`src/rtl/pic_pkg.sv`:
```
// Shared types and bit positions for the 8259A-style read/write control stage.
// Holds the init-sequence state encoding and read-source codes.
package pic_pkg;

  typedef enum logic [2:0] {
    ST_IDLE,
    ST_WAIT_ICW2,
    ST_WAIT_ICW3,
    ST_WAIT_ICW4,
    ST_READY
  } rwc_state_t;

  localparam logic [1:0] READ_SRC_IRR = 2'd0;
  localparam logic [1:0] READ_SRC_ISR = 2'd1;
  localparam logic [1:0] READ_SRC_IMR = 2'd2;

  localparam int ICW1_IC4  = 0;
  localparam int ICW1_SNGL = 1;
  localparam int OCW_D3    = 3;
  localparam int OCW_D4    = 4;
  localparam int OCW3_RIS  = 0;
  localparam int OCW3_RR   = 1;
  localparam int OCW3_P    = 2;

endpackage

```
`src/rtl/rwc_strobe_sync.sv`:
```
// Input stage for CS_n/RD_n/WR_n/A0: one register, or a 2-flop
// synchronizer when RWC_SYNC_EN is defined (adds 1 clk of latency).
module rwc_strobe_sync (
  input  logic clk,
  input  logic reset,
  input  logic i_cs_n,
  input  logic i_rd_n,
  input  logic i_wr_n,
  input  logic i_a0,
  output logic o_cs_n,
  output logic o_rd_n,
  output logic o_wr_n,
  output logic o_a0
);

  localparam logic [3:0] IDLE_V = 4'b1110;

  logic [3:0] r_sync;

`ifdef RWC_SYNC_EN
  logic [3:0] r_meta;

  always_ff @(posedge clk) begin
    if (reset) begin
      r_meta <= IDLE_V;
      r_sync <= IDLE_V;
    end else begin
      r_meta <= {i_cs_n, i_rd_n, i_wr_n, i_a0};
      r_sync <= r_meta;
    end
  end
`else
  always_ff @(posedge clk) begin
    if (reset) begin
      r_sync <= IDLE_V;
    end else begin
      r_sync <= {i_cs_n, i_rd_n, i_wr_n, i_a0};
    end
  end
`endif

  assign {o_cs_n, o_rd_n, o_wr_n, o_a0} = r_sync;

endmodule

```
`src/rtl/rw_control_logic.sv`:
```
// 8259A-style read/write control: strobe qualification, ICW/OCW decode,
// init-sequence FSM. Optional RWC_SYNC_EN adds an input synchronizer.
module rw_control_logic
  import pic_pkg::*;
#(
  parameter int DATA_W = 8
) (
  input  logic              clk,
  input  logic              reset,
  input  logic              CS_n,
  input  logic              RD_n,
  input  logic              WR_n,
  input  logic              A0,
  input  logic [DATA_W-1:0] Ds_to_W_R,
  output logic              RD_flag,
  output logic              WR_flag,
  output logic              icw1_wr,
  output logic              icw2_wr,
  output logic              icw3_wr,
  output logic              icw4_wr,
  output logic              ocw1_wr,
  output logic              ocw2_wr,
  output logic              ocw3_wr,
  output logic [DATA_W-1:0] cmd_data,
  output logic              init_done,
  output logic              sngl,
  output logic              ic4,
  output logic [1:0]        read_src
);

  logic w_cs_n;
  logic w_rd_n;
  logic w_wr_n;
  logic w_a0;

  rwc_strobe_sync u_sync (
    .clk    (clk),
    .reset  (reset),
    .i_cs_n (CS_n),
    .i_rd_n (RD_n),
    .i_wr_n (WR_n),
    .i_a0   (A0),
    .o_cs_n (w_cs_n),
    .o_rd_n (w_rd_n),
    .o_wr_n (w_wr_n),
    .o_a0   (w_a0)
  );

  rwc_state_t        r_state;
  logic [DATA_W-1:0] r_wdata;
  logic              r_wa0;
  logic [1:0]        r_rd_sel;

  logic w_wr_act;
  logic w_rd_act;
  logic w_commit;
  logic w_is_icw1;
  logic w_is_ocw2;
  logic w_is_ocw3;
  logic w_is_port1;

  assign w_wr_act = ~w_cs_n & ~w_wr_n;
  assign w_rd_act = ~w_cs_n & ~w_rd_n & ~w_wr_act;
  // falling edge of the registered write flag closes the cycle
  assign w_commit = WR_flag & ~w_wr_act;

  assign w_is_icw1  = ~r_wa0 & r_wdata[OCW_D4];
  assign w_is_ocw2  = ~r_wa0 & ~r_wdata[OCW_D4] & ~r_wdata[OCW_D3];
  assign w_is_ocw3  = ~r_wa0 & ~r_wdata[OCW_D4] & r_wdata[OCW_D3];
  assign w_is_port1 = r_wa0;

  always_ff @(posedge clk) begin
    if (reset) begin
      r_state   <= ST_IDLE;
      r_wdata   <= '0;
      r_wa0     <= 1'b0;
      r_rd_sel  <= READ_SRC_IRR;
      RD_flag   <= 1'b0;
      WR_flag   <= 1'b0;
      icw1_wr   <= 1'b0;
      icw2_wr   <= 1'b0;
      icw3_wr   <= 1'b0;
      icw4_wr   <= 1'b0;
      ocw1_wr   <= 1'b0;
      ocw2_wr   <= 1'b0;
      ocw3_wr   <= 1'b0;
      cmd_data  <= '0;
      init_done <= 1'b0;
      sngl      <= 1'b0;
      ic4       <= 1'b0;
      read_src  <= READ_SRC_IRR;
    end else begin
      WR_flag <= w_wr_act;
      RD_flag <= w_rd_act;
      icw1_wr <= 1'b0;
      icw2_wr <= 1'b0;
      icw3_wr <= 1'b0;
      icw4_wr <= 1'b0;
      ocw1_wr <= 1'b0;
      ocw2_wr <= 1'b0;
      ocw3_wr <= 1'b0;

      if (w_wr_act) begin
        r_wdata <= Ds_to_W_R;
        r_wa0   <= w_a0;
      end

      if (w_rd_act) begin
        read_src <= w_a0 ? READ_SRC_IMR : r_rd_sel;
      end

      if (w_commit) begin
        unique case (1'b1)
          w_is_icw1: begin
            icw1_wr   <= 1'b1;
            cmd_data  <= r_wdata;
            sngl      <= r_wdata[ICW1_SNGL];
            ic4       <= r_wdata[ICW1_IC4];
            init_done <= 1'b0;
            r_rd_sel  <= READ_SRC_IRR;
            r_state   <= ST_WAIT_ICW2;
          end
          w_is_ocw2: begin
            if (r_state == ST_READY) begin
              ocw2_wr  <= 1'b1;
              cmd_data <= r_wdata;
            end
          end
          w_is_ocw3: begin
            if (r_state == ST_READY) begin
              ocw3_wr  <= 1'b1;
              cmd_data <= r_wdata;
              if (r_wdata[OCW3_RR]) begin
                r_rd_sel <= r_wdata[OCW3_RIS] ? READ_SRC_ISR
                                              : READ_SRC_IRR;
              end
            end
          end
          w_is_port1: begin
            case (r_state)
              ST_WAIT_ICW2: begin
                icw2_wr  <= 1'b1;
                cmd_data <= r_wdata;
                if (!sngl) begin
                  r_state <= ST_WAIT_ICW3;
                end else if (ic4) begin
                  r_state <= ST_WAIT_ICW4;
                end else begin
                  r_state   <= ST_READY;
                  init_done <= 1'b1;
                end
              end
              ST_WAIT_ICW3: begin
                icw3_wr  <= 1'b1;
                cmd_data <= r_wdata;
                if (ic4) begin
                  r_state <= ST_WAIT_ICW4;
                end else begin
                  r_state   <= ST_READY;
                  init_done <= 1'b1;
                end
              end
              ST_WAIT_ICW4: begin
                icw4_wr   <= 1'b1;
                cmd_data  <= r_wdata;
                r_state   <= ST_READY;
                init_done <= 1'b1;
              end
              ST_READY: begin
                ocw1_wr  <= 1'b1;
                cmd_data <= r_wdata;
              end
              default: ;
            endcase
          end
        endcase
      end
    end
  end

endmodule

```
`config.mk`:
```
export PLATFORM = sky130hd
export DESIGN_NAME = rw_control_logic
export DESIGN_NICKNAME = d
export VERILOG_FILES = /design/src/rtl/pic_pkg.sv /design/src/rtl/rwc_strobe_sync.sv /design/src/rtl/rw_control_logic.sv
export SDC_FILE = /design/constraint.sdc
export NUM_CORES = 1
export LEC_CHECK = 0
export CORE_MARGIN = 3
export CORE_UTILIZATION = 33
export DETAILED_ROUTE_END_ITERATION = 6
export SYNTH_ARGS = -nofsm -noshare
export SYNTH_HDL_FRONTEND = slang
export SYNTH_SLANG_ARGS = --single-unit
```
`constraint.sdc`:
```
create_clock -name clk -period 1.8 [get_ports clk]
set_input_delay 0.27 -clock clk [delete_from_list [all_inputs] [get_ports clk]]
set_output_delay 0.27 -clock clk [all_outputs]
set_load 0.1 [all_outputs]
```
==> impl_metrics.csv <==
group,metric,value,unit
place,dp_slack,0.242,ns
drt,routed_wl,3140,um
critical_path,cp_max_fo,11,
yosys,yosysSeqAreaShare,0.527,
critical_path,cpPeakStageDelay,0.59,ns
yosys,ys_seq_elements,39,
global_route,grt_pass1_vias,1062,
worst_hold_path,hold_class,"reg2reg",
floorplan,core,4170,um^2
critical_path,path_delay_family,"flip-flops",
clock_network,cts_buffers,5,
finish,area_growth_syn_to_layout,31.8,%
power_and_ir_drop,combPwrFrac,0.048,
global_route,overflow,0,
drt,ant_nets,0,
power_and_ir_drop,ir_worst_vdd,0.000312,V
power_and_ir_drop,power_leakage,0.750,nW
timing,period_needed,1.56,ns
yosys,yosysWarnings,0,
critical_path,start_kind,"flop",
yosys,synthCells,160,
drt,drc,0,
finish,nets,211,
global_route,track_usage,0.122,
flow_run,maxCapViolCount,0,
clock_network,h-tree-depth,2,
drt,avgViaCountPerCell,4.84,
clock_network,cts_tree,"built",
critical_path,crit_type,"reg2reg",
clock_network,cts_resized,0,
place,gp_congestion,0.757,
clock_network,cts_buffer_depth,2,
drt,dr.pass1.iters,4,
power_and_ir_drop,p_sw,0.330,mW
yosys,syn-num-nets,174,
timing,setup_violations,0,
clock_network,numClockSinks,39,
clock_network,post-cts-setup-buffer-count,0,
yosys,post_synth.cell_area_avg,9.25,um^2
drt,drtIter0Drc,60,
power_and_ir_drop,intPower,1.21,mW
floorplan,die-area,5320,um^2
finish,n_fill_cell,371,
timing,period_share,0.866,
clock_network,worstSkewPairLatency,0.29,ns
clock_network,cts_root_buffer,"clkbuf_8",
power_and_ir_drop,powerDensity,790,nW/um^2
clock_network,hold_buffers,0,
timing,worst_slack,0.242,ns
critical_path,required,1.96,ns
timing,fin_setup_tns,0,ns
place,hpwlAfterDp,2330,um
timing,slew_violations,0,
critical_path,crit_buf_inv,0,
floorplan,row_count,23,
place,io_buffers,35,
critical_path,crit_path_top_delay_cell,"dfxtp_1",
timing,fmax,642,MHz
place,place_area,1860,um^2
power_and_ir_drop,p_sw_frac,0.214,
status,status,"finished, final reports clean",
yosys,netlist_area,1480,um^2
critical_path,endpoint_kind,"flop",
drt,wl_per_cell,12.7,um
drt,vias,1195,
global_route,grt_max_degree,24,
global_route,antenna_found_initial,0,
timing,hold_violations,0,
clock_network,cts.clk_slew.worst_paths,0.07,ns
timing,rsz0062_at_grt,"no",
critical_path,worstPathCellList,"nor2_1 > a211oi_4 > a31oi_4 > mux2i_1",
timing,worst_slew_pin_slew,0.519,ns
power_and_ir_drop,pwr-share-seq,0.573,
finish,stdcell_area,1950,um^2
yosys,synth_cell_types,31,
timing,finClkSkew,0.00265,ns
critical_path,cp_data_arrival_time,1.72,ns
floorplan,io_pins,36,
floorplan,fp.dieH,73.0,um
power_and_ir_drop,clkPwrFrac,0.379,
floorplan,die_w,73.0,um
timing,maxSlewHeadroom,0.653,
global_route,grt_pass1_wl,4950,um
floorplan,initial_core_util,0.355,
finish,antenna_cells,0,
finish,drive_gt1_frac,0.213,
==> tightest hold or removal path, cell delays in order, from the launching register on <==
cell	delay, ns
dfxtp_1	0.31
nand2_1	0.05
mux2i_1	0.05
==> cell usage after synthesis, drive strengths merged <==
cell type | n | area share
nand3b | 3 | 0.015
nor2b | 2 | 0.0085
nand2b | 4 | 0.017
nor3b | 3 | 0.022
a31oi | 3 | 0.023
a211oi | 1 | 0.014
o41ai | 1 | 0.0059
or2 | 4 | 0.017
nand4 | 2 | 0.0085
nor4b | 1 | 0.0059
nand3 | 2 | 0.0068
clkbuf | 5 | 0.013
nor4bb | 1 | 0.0068
mux2i | 10 | 0.068
and4b | 1 | 0.0068
inv | 4 | 0.010
nor3 | 3 | 0.010
o22ai | 1 | 0.0042
o21ai | 3 | 0.013
nor4 | 2 | 0.0085
nand2 | 38 | 0.096
o311ai | 1 | 0.0059
o21bai | 1 | 0.0076
buf | 2 | 0.0068
dfxtp | 39 | 0.53
nor2 | 7 | 0.018
and2 | 2 | 0.0085
a21oi | 14 | 0.047
==> final timing paths <==
path,startpoint,end,slack (ns),cells past startpoint
max,r_wa0,cmd_data[2],0.24,4
min,r_wdata[7],cmd_data[7],0.46,2
max reg2reg,r_wa0,cmd_data[2],0.24,4
min reg2reg,r_wdata[7],cmd_data[7],0.46,2
==> kinds of logic (layout without fill, tap and decap cells) <==
logic type             count (synthesis)  after routing  synth area share
DFF                                   39             39             0.527
and+or+nand+nor                       75             75             0.255
AOI/OAI and AO/OA                     25             25             0.120
buffers and inverters                 11             48            0.0296
muxes                                 10             10            0.0676
==> sequential cells by signal, summed over array words and instances (netlist names), 2 cells and up <==
register and count:
r_state 3, cmd_data 8, u_sync.r_sync 4, read_src 2
r_wdata 8
==> placed cells by master, fill, tap and decap left out, drive strengths merged, types with 3 or more instances in the layout <==
cell | Yosys | final
dfxtp | 39 | 39
mux2i | 10 | 10
o21ai | 3 | 3
clkbuf | 5 | 6
clkdlybuf4s50 | 0 | 13
nor3b | 3 | 3
inv | 4 | 4
nand2b | 4 | 4
nor3 | 3 | 3
nor2 | 7 | 7
a31oi | 3 | 3
nand3b | 3 | 3
a21oi | 14 | 14
buf | 2 | 24
or2 | 4 | 4
nand2 | 38 | 38
==> area by class of cell <==
cell class	instances	area [um^2]	area share
clock inverters	1	5.00	0.00257
multi-input cells	110	656	0.336
clock buffers	6	82.6	0.0423
inverters	4	15.0	0.00770
flip-flops and latches	39	782	0.401
repair buffers	37	348	0.178
well taps	50	62.6	0.0321
==> per-layer routing <==
layer	routed length, um	GRT usage
met1	1410	0.148
met2	1450	0.190
met3	211	0.0496
met4	61	0.0553
met5	0	0
==> through the flow <==
step	hold WS, ns	total power, mW	util	cells
5_1_grt	0.480	1.60	0.467	247
3_5_place_dp	0.450	0.978	0.446	240
4_1_cts	0.460	1.56	0.467	247
3_3_place_gp	0.448	0.976	0.446	240
6_report	0.456	1.54	0.467	247
2_1_floorplan	0.342	0.935	-	160
==> power by group through the flow <==
stage	clock, mW	combinational (mW)	sequential, mW
4_1_cts	0.598	0.0750	0.883
3_3_place_gp	0	0.0736	0.903
6_report	0.584	0.0741	0.883
3_5_place_dp	0	0.0747	0.903
5_1_grt	0.637	0.0807	0.884
2_1_floorplan	0	0.0295	0.906
Note: power is estimated with default switching activity, not from simulation.
